[src/rtl/disp_sched_pkg.sv]
// disp_sched_pkg: shared types and constants for the display scheduler.
//   state_t     - scheduler FSM states
//   ALERT_*     - alert_code encodings
//   FEE_MAX     - largest fee that fits in four decimal digits
//   alert_flags - one-hot {error, fast, med, slow} for an alert code
package disp_sched_pkg;

   typedef enum logic [2:0] {
      IDLE,
      CONV_FREE,
      CONV_FEE,
      SHOW_FEE,
      SHOW_ALERT
   } state_t;

   localparam logic [1:0]  ALERT_SLOW  = 2'd0;
   localparam logic [1:0]  ALERT_MED   = 2'd1;
   localparam logic [1:0]  ALERT_FAST  = 2'd2;
   localparam logic [1:0]  ALERT_ERROR = 2'd3;

   localparam logic [13:0] FEE_MAX = 14'd9999;

   function automatic logic [3:0] alert_flags(input logic [1:0] code);
      logic [3:0] r;
      r = 4'b0001 << code;
      return r;
   endfunction

endpackage

[src/rtl/disp_scheduler_bin2bcd.sv]
// bin2bcd: sequential double-dabble converter, 14-bit binary -> 4 BCD digits.
//   clk, rst_n - clock, async active-low reset
//   start      - load bin and begin; sampled on edge k
//   bin        - binary input (max 9999 for a 4-digit result)
//   bcd        - {thousands, hundreds, tens, ones}; valid when done
//   done       - one-cycle pulse, registered on edge k+14
module bin2bcd (
   input  logic        clk,
   input  logic        rst_n,
   input  logic        start,
   input  logic [13:0] bin,
   output logic [15:0] bcd,
   output logic        done
);

   logic [13:0] sh_q;
   logic [15:0] bcd_q;
   logic [3:0]  cnt_q;
   logic        run_q;
   logic        done_q;
   logic [15:0] adj;

   // Add 3 to any digit >= 5 before the shift so it carries correctly.
   always_comb begin
      adj = bcd_q;
      for (int i = 0; i < 4; i++) begin
         if (bcd_q[4*i +: 4] >= 4'd5) adj[4*i +: 4] = bcd_q[4*i +: 4] + 4'd3;
      end
   end

   always_ff @(posedge clk or negedge rst_n) begin
      if (!rst_n) begin
         sh_q   <= '0;
         bcd_q  <= '0;
         cnt_q  <= '0;
         run_q  <= 1'b0;
         done_q <= 1'b0;
      end else if (start) begin
         sh_q   <= bin;
         bcd_q  <= '0;
         cnt_q  <= 4'd14;
         run_q  <= 1'b1;
         done_q <= 1'b0;
      end else if (run_q) begin
         {bcd_q, sh_q} <= {adj[14:0], sh_q, 1'b0};
         cnt_q  <= cnt_q - 4'd1;
         run_q  <= (cnt_q != 4'd1);
         done_q <= (cnt_q == 4'd1);
      end else begin
         done_q <= 1'b0;
      end
   end

   assign bcd  = bcd_q;
   assign done = done_q;

endmodule

[src/rtl/disp_scheduler.sv]
// disp_scheduler: arbitrates free-count, fee and alert messages onto an
// 8-digit display with text controls.
//   clk, rst_n           - clock, async active-low reset
//   free_cnt             - background free-space count (binary)
//   fee_req/fee_val      - fee request (level) and value; fee_ack pulses on accept
//   alert_req/alert_code - alert request (level) and code; alert_ack pulses on accept
//   D0..D7               - registered digit codes, D0 rightmost
//   text_mode, slow, med, fast, error - text controls
//   busy                 - FSM not in IDLE
module disp_scheduler
   import disp_sched_pkg::*;
#(
   parameter int HOLD_CYCLES = 50_000_000,
   parameter int CNT_W       = 26
) (
   input  logic        clk,
   input  logic        rst_n,
   input  logic [7:0]  free_cnt,
   input  logic        fee_req,
   input  logic [13:0] fee_val,
   output logic        fee_ack,
   input  logic        alert_req,
   input  logic [1:0]  alert_code,
   output logic        alert_ack,
   output logic [3:0]  D0, D1, D2, D3, D4, D5, D6, D7,
   output logic        text_mode,
   output logic        slow,
   output logic        med,
   output logic        fast,
   output logic        error,
   output logic        busy
);

   state_t             state_q, state_d;
   logic [CNT_W-1:0]   hold_q;
   logic [7:0][3:0]    dig_q;
   logic [3:0]         flags_q;      // {error, fast, med, slow}
   logic               text_q;
   logic               fee_ack_q, alert_ack_q;
   logic [7:0]         last_free_q;
   logic               lf_vld_q;

   logic               conv_start, conv_done;
   logic [13:0]        conv_din;
   logic [15:0]        conv_bcd;
   logic               fee_acc, alert_acc, free_acc;
   logic               wr_free, wr_fee, go_idle;
   logic               hold_end, free_chg;
   logic [13:0]        fee_sat;

   assign hold_end = (hold_q == CNT_W'(HOLD_CYCLES - 1));
   // An invalid last_free counts as a change, forcing a reconversion.
   assign free_chg = !lf_vld_q || (free_cnt != last_free_q);
   assign fee_sat  = (fee_val > FEE_MAX) ? FEE_MAX : fee_val;

   always_ff @(posedge clk or negedge rst_n) begin
      if (!rst_n) state_q <= IDLE;
      else        state_q <= state_d;
   end

   always_comb begin
      state_d    = state_q;
      conv_start = 1'b0;
      conv_din   = 14'd0;
      fee_acc    = 1'b0;
      alert_acc  = 1'b0;
      free_acc   = 1'b0;
      wr_free    = 1'b0;
      wr_fee     = 1'b0;
      go_idle    = 1'b0;
      case (state_q)
         IDLE: begin
            if (alert_req) begin
               alert_acc = 1'b1;
               state_d   = SHOW_ALERT;
            end else if (fee_req) begin
               fee_acc    = 1'b1;
               conv_start = 1'b1;
               conv_din   = fee_sat;
               state_d    = CONV_FEE;
            end else if (free_chg) begin
               free_acc   = 1'b1;
               conv_start = 1'b1;
               conv_din   = {6'd0, free_cnt};
               state_d    = CONV_FREE;
            end
         end
         CONV_FREE: if (conv_done) begin
            wr_free = 1'b1;
            state_d = IDLE;
         end
         CONV_FEE: if (conv_done) begin
            wr_fee  = 1'b1;
            state_d = SHOW_FEE;
         end
         SHOW_FEE: begin
            // An alert discards the fee message and restarts the hold.
            if (alert_req) begin
               alert_acc = 1'b1;
               state_d   = SHOW_ALERT;
            end else if (hold_end) begin
               go_idle = 1'b1;
               state_d = IDLE;
            end
         end
         SHOW_ALERT: if (hold_end) begin
            go_idle = 1'b1;
            state_d = IDLE;
         end
         default: state_d = IDLE;
      endcase
   end

   always_ff @(posedge clk or negedge rst_n) begin
      if (!rst_n) begin
         hold_q      <= '0;
         dig_q       <= '0;
         flags_q     <= '0;
         text_q      <= 1'b0;
         fee_ack_q   <= 1'b0;
         alert_ack_q <= 1'b0;
         last_free_q <= '0;
         lf_vld_q    <= 1'b0;
      end else begin
         fee_ack_q   <= fee_acc;
         alert_ack_q <= alert_acc;
         if (alert_acc || wr_fee)
            hold_q <= '0;
         else if (state_q == SHOW_FEE || state_q == SHOW_ALERT)
            hold_q <= hold_q + 1'b1;
         if (free_acc) begin
            last_free_q <= free_cnt;
            lf_vld_q    <= 1'b1;
         end
         if (go_idle) begin
            lf_vld_q <= 1'b0;
            text_q   <= 1'b0;
            flags_q  <= '0;
         end
         if (alert_acc) begin
            text_q  <= 1'b1;
            flags_q <= alert_flags(alert_code);
         end
         if (wr_free) begin
            dig_q  <= {20'd0, conv_bcd[11:0]};
            text_q <= 1'b0;
         end
         if (wr_fee) begin
            dig_q  <= {16'd0, conv_bcd};
            text_q <= 1'b0;
         end
      end
   end

   bin2bcd u_bin2bcd (
      .clk   (clk),
      .rst_n (rst_n),
      .start (conv_start),
      .bin   (conv_din),
      .bcd   (conv_bcd),
      .done  (conv_done)
   );

   assign {D7, D6, D5, D4, D3, D2, D1, D0} = dig_q;
   assign {error, fast, med, slow} = flags_q;
   assign text_mode = text_q;
   assign fee_ack   = fee_ack_q;
   assign alert_ack = alert_ack_q;
   assign busy      = (state_q != IDLE);

endmodule
[config.mk]
export PLATFORM = sky130hd
export DESIGN_NAME = disp_scheduler
export DESIGN_NICKNAME = d
export VERILOG_FILES = /design/src/rtl/disp_sched_pkg.sv /design/src/rtl/disp_scheduler_bin2bcd.sv /design/src/rtl/disp_scheduler.sv
export SDC_FILE = /design/constraint.sdc
export NUM_CORES = 1
export LEC_CHECK = 0
export ABC_CLOCK_PERIOD_IN_PS = 2350
export CELL_PAD_IN_SITES_DETAIL_PLACEMENT = 1
export CELL_PAD_IN_SITES_GLOBAL_PLACEMENT = 1
export CORE_MARGIN = 5
export CORE_UTILIZATION = 45
export CTS_BUF_LIST = sky130_fd_sc_hd__clkbuf_4 sky130_fd_sc_hd__clkbuf_8
export DETAILED_ROUTE_END_ITERATION = 12
export GPL_ROUTABILITY_DRIVEN = 0
export HOLD_SLACK_MARGIN = 0.05
export PLACE_DENSITY = 0.92
export SYNTH_ARGS = -nofsm -noshare
export SYNTH_HDL_FRONTEND = slang
export SYNTH_HIERARCHICAL = 1
export SYNTH_SLANG_ARGS = --single-unit
export TNS_END_PERCENT = 10
[constraint.sdc]
create_clock -name clk -period 2.35 [get_ports clk]
set_input_delay 0.235 -clock clk [delete_from_list [all_inputs] [get_ports clk]]
set_output_delay 0.235 -clock clk [all_outputs]
set_load 0.01 [all_outputs]
---- Word level (Yosys, flattened, before mapping) ----
Cells that the tools add are included.
storage, ports and cells
  register bits ........................... 113
  input port bits ......................... 28
  output and inout port bits .............. 40
  logic and storage cells ................. 115
cells by class
  add/subtract/negate cells ............... 6
  $lt $le $gt $ge ......................... 5
  equal/unequal tests ..................... 11
  shift-type cells ........................ 1
  muxes and demuxes ....................... 57
  reductions and logical operators ........ 14
operator list
  kind                     count
  $mux W14                 6
  $mux W32                 2
  $mux W26                 2
  $mux W16                 2
  $mux W4                  7
  $mux W1                  27
  $add A26 B1 Y26 const B  1
  $eq A26 B26 Y1 const B   1
  $mux W3                  8
  $ge A4 B3 Y1 const B     4
  $pmux W3 S5              1
  $gt A14 B14 Y1 const B   1
  $add A4 B2 Y4 const B    3
  $reduce_bool A2 Y1       5
  $mux W8                  1
  $ne A8 B8 Y1             1
  $eq A3 B2 Y1 const B     2
  $eq A4 B1 Y1 const B     1
  $ne A2 B1 Y1 const B     2
  $ne A4 B1 Y1 const B     1
  $ne A4 B4 Y1 const B     1
  $reduce_bool A4 Y1       1
  $shl A1 B2 Y4 const A    1
  $sub A4 B1 Y4 const B    1
  other kinds (10)         12

---- Longest topological paths before layout ----
  depth after elaboration ................. 8
  gate-level depth with buffers ........... 9
  gate-level depth less buffers ........... 7

---- Hierarchy ----
Netlist, hierarchy kept.
by module, submodules not included
  module          instances  cells each  area an instance (sq um)  seq. area each (sq um)
  disp_scheduler  1          319         3263.1                    1526.5
  bin2bcd         1          200         1949.4                    900.9

---- Least setup slack after synthesis ----
OpenSTA, ideal clock, no wires.
  kind .................................... register to register
  start point ............................. reg state_q[2]
  end point ............................... reg u_bin2bcd.bcd_q[13], in the netlist u_bin2bcd/bcd[13]
  setup time .............................. 126 ps
  arrival ................................. 1889 ps
  data required time ...................... 2224 ps
  slack ................................... 335 ps
  stages on the path, launching flop included .. 10
  buffers on the path ..................... 2
  period minus slack after synthesis ...... 2015 ps
  cells stage by stage .................... dfrtp_1 -> buf_4 -> or3_1 -> nor2_1 -> o41a_1 -> buf_6 -> inv_1 -> nand2_1 -> nor2_1 -> a221o_1
between the ends
  cells in the longest elaborated chain, start to end .. 3
  elaborated cells between the ends (all ways) .. 4
  those cells by class .................... mux: 2; reduce/logical: 2
RTL lines
  item                                                   RTL line                      text
  from (decl)                                            disp_scheduler.sv:34          state_t state_q, state_d;
  from (signal assigned)                                 disp_scheduler.sv:58          else state_q <= state_d;
  $logic_not A3 Y1 *                                     disp_scheduler.sv:71          case (state_q)
  $mux W1 *                                              disp_scheduler.sv:71
  via conv_start                                         disp_scheduler.sv:43          logic conv_start, conv_done;
  $mux W16 / $reduce_bool A2 Y1 (equally long branches)  --
  to (signal assigned)                                   disp_scheduler_bin2bcd.sv:45  {bcd_q, sh_q} <= {adj[14:0], sh_q, 1'b0};
  to (decl)                                              disp_scheduler_bin2bcd.sv:17  logic [15:0] bcd_q;
Mark *: on every way through the listed nets, which the timed path passes. The rest lies on a longest branch.
A chain may end at the register's enable or synchronous reset.

---- Worst setup path in the final report ----
  start point ............................. reg state_q[1]
  end point ............................... reg hold_q[18]
between the ends
  cells in the longest elaborated chain, start to end .. 5
  elaborated cells between the ends (all ways) .. 11
  those cells by class .................... eq/ne: 3; mux: 3; reduce/logical: 5
RTL lines
  item                                                     RTL line                                     text
  $eq A3 B2 Y1 / $logic_not A3 Y1 (equally long branches)  disp_scheduler.sv:71, disp_scheduler.sv:129
  $reduce_or A2 Y1 (no source line)                        --
  $mux W1                                                  --
  $logic_or A1 B1 Y1                                       disp_scheduler.sv:127                        if (alert_acc || wr_fee)
  $mux W26 / $reduce_bool A2 Y1 (equally long branches)    --
  to (signal assigned)                                     disp_scheduler.sv:130                        hold_q <= hold_q + 1'b1;
  to (decl)                                                disp_scheduler.sv:35                         logic [CNT_W-1:0] hold_q;
Parallel ways exist; a longest one is shown, timed or not.

==> results.md <==
* Net Sw Frac at a little under two fifths
* Core area at between 10000 and 15000 sq um
* Gate power share at between 30% and 40%
* I/O Pins at a little under 70
* DR iter-0 viols at 229
* Slew HR at between 60% and 70%
* Root Buffer: clkbuf_8
* Setup violators final at 0
* Total gr overflow at 0
* Total power at between 6 and 7 mW
* # rows at 39
* Crit path DAT at roughly 2.5 ns
* Post-synth EDFFs at 0
* Outcome: completed
* Die W at 118 um
* Final worst-path cycle share at 93.3%
* # DRC at 0
* Post-DR vias/cell at 5.62
* Max-cap check violation count at 0
* Worst setup EP type: register
* Startpoint Class: register
* Placed Cells at between 700 and 800
* YS warnings at 6
* Synth top area cells: dfrtp_1, mux2_2, nor2_1, xnor2_1, o21ai_0
* Sequential fraction of the synthesis area at between 40% and 50%
* Worst Hold Class: input port to asynchronous set/reset pin
* Port bufs at 51
* Synth Cell Area at 5210 sq um
* Average size of a mapped cell at roughly 10 sq um
* Placed Area at 5930 sq um
* Final Max Slew Viols at 0
* Slew @ Worst Pin at between 0.5 and 0.6 ns
* Final ANT Viol Nets at 0
* Final Non-Filler Cells at around 740
* VDD IR max at between 0.0005 and 0.0006 V
* Leakage at about 2.8 nW
* Final net count at between 600 and 700
* DP HPWL at slightly above 10000 um
* H-tree Lvls at 3
* Largest net degree at the start of global routing at 54
* P per Cell Area at between 1000 and 1500 nW/um^2
* Internal power at 3.94 mW
* Crit path time final at roughly 2.2 ns
* CTS Sinks at 97
* First-pass GRT wire length at ~23000 um
* Synthesized instance count at slightly above 500
* RSZ-0062 raised after global routing: false
* Post-route cell area at between 6000 and 7000 sq um
* Via count of the routed design at between 4000 and 5000
* DRT Wirelength at roughly 14000 um
* Synth Flop Type: dfrtp_1
* Antenna violations before repair at 0
* Synth unique cells at 61
* Clk slew on worst S/H paths at 0.10 ns
* Clock power share at 21.4%
* Clk buf depth at 2
* Number of global-route vias before repair at about 4600
* Critical path class: register to register
* Ys async rst share at 100%
* Drt first pass iters at 4
* Switching power at 2.37 mW
* Post-CTS sizing at 0
* Final worst slack at 0.157 ns
* CP Max Fanout at 14
* TritonCTS clock tree: built
* Number of antenna diodes at 0
* Share of power burned in registers at around 40%
* Die height at around 120 um
* Top cell type by total area after synthesis: dfrtp_1
* Yosys top cell area share at 46.6%
* Starting Density at a little under half
* Final hold vios at 0
* CP required at around 2.6 ns
* Full die area at around 14000 sq um
* Filler Cell Count at around 1200
* Fin util at 54.5%
* Max Fclk at around 460 MHz
* Worst slack at placement at -0.0174 ns
* Clock Skew at around 0.012 ns
* Synth Register Bits at 97
* Clock latency on the worst-skew pair at ~0.39 ns
* Inserted Clock Buffers at 9
* WL/cell at approximately 18 um
* Proportion of layout cells with a drive suffix above 1 at between 10% and 20%
* Total GRT Usage at between 20% and 30%
* Area growth from synthesis to layout at 18.8%
==> metal layers <==
metal,track usage [%],vias to the layer above,routed length (um)
li1,-,1936,-
met1,23.0,2095,5530
met2,36.7,85,7270
met3,4.37,29,450
met4,8.39,0,391
met5,0,-,0
==> synth_stat cells, types with 8 or more instances <==
master,instances
nand3_1,14
xnor2_1,21
dfrtp_1,97
a21oi_1,16
ha_1,11
o21ai_0,35
nor2_1,53
a22o_1,12
mux2_2,19
inv_1,20
xor2_1,11
nand2_1,44
buf_4,23
clkbuf_1,9
nand4_1,13
o32ai_1,8
mux2i_1,14
==> what timing repair did <==
item,4_1_cts,5_1_grt
setup buffers,0,1
endpoints found under the hold margin,63,0
setup endpoints to repair,0,1
hold buffers,1,0
==> layout make-up <==
cell class / instances / area (sq um) / area share, %
multi-input cells: 375 / 2470 / 39.9
flip-flops and latches: 97 / 2430 / 39.2
repair buffers: 86 / 786 / 12.7
well taps: 143 / 179 / 2.89
clock buffers: 11 / 145 / 2.34
clock inverters: 5 / 103 / 1.66
inverters: 21 / 81.3 / 1.31
==> registers in the layout (all words and copies together) (netlist names) <==
signal,flops
u_bin2bcd/cnt_q,4
D3,4
u_bin2bcd/bcd,16
last_free_q,8
D0,4
fee_ack,1
D2,4
u_bin2bcd/sh_q,14
flags_q,4
text_mode,1
lf_vld_q,1
u_bin2bcd/done,1
D1,4
u_bin2bcd/run_q,1
state_q,3
hold_q,26
alert_ack,1
==> stage by stage <==
| step | hold WS (ns) | setup TNS, ns |
|---|---|---|
| final | 0.238 | 0 |
| after global routing | 0.260 | 0 |
| after CTS | 0.224 | 0 |
| after detailed placement | 0.101 | -0.0174 |
| after global placement | 0.0928 | 0 |
| after floorplan | -0.0606 | 0 |
==> cell families after synthesis <==
logic type                 count (synthesis)  synth area share (%)
buffers and inverters                     62                  7.11
muxes                                     35                  7.23
DFF                                       97                  46.6
xor gates and xnor gates                  32                  5.38
other                                      1                0.0719
and+or+nand+nor                          181                  17.7
adders and majority gates                 11                  2.64
AOI/OAI and AO/OA                        100                  13.3
==> worst max-delay path: stages, from the launching register on <==
cell	delay (ns)
dfrtp_1	0.40
buf_4	0.19
or3b_1	0.54
a211oi_2	0.50
nand3_1	0.16
xor2_1	0.20
nor2_1	0.07
==> placed cells by master (no fill, tap or decap), drive strengths merged, types with 16 or more instances in the layout <==
cell type | synthesis | routed
a21oi | 19 | 19
buf | 32 | 35
clkdlybuf4s50 | 0 | 50
conb | 1 | 16
dfrtp | 97 | 97
inv | 21 | 21
mux2 | 21 | 21
nand2 | 45 | 45
nor2 | 53 | 53
o21ai | 35 | 35
xnor2 | 21 | 21
==> worst paths after layout <==
check                                             from                       endpoint  cells past startpoint  slack [ns]
worst min-delay path                             rst_n              D2[2]$_DFFE_PN0P_                      2        0.24
max in group asynchronous                        rst_n  u_bin2bcd/sh_q[9]$_DFFE_PN0P_                      3        1.41
min in group clk                         alert_code[1]         flags_q[0]$_DFFE_PN0P_                      2        0.50
worst max register to register  state_q[1]$_DFFE_PN0P_         hold_q[18]$_DFFE_PN0P_                      6        0.16
worst min register to register       D0[3]$_DFFE_PN0P_              D0[3]$_DFFE_PN0P_                      1        0.52
worst max-delay path            state_q[1]$_DFFE_PN0P_         hold_q[18]$_DFFE_PN0P_                      6        0.16
==> power by group through the flow <==
stage	Sequential [mW]	Clock, mW	Combinational [mW]
2_1_floorplan	2.41	0	1.72
5_1_grt	2.56	1.43	2.72
3_3_place_gp	2.47	0	2.26
4_1_cts	2.49	1.38	2.46
3_5_place_dp	2.52	0	2.44
6_report	2.49	1.35	2.47
(Power assumes the default switching activity.)
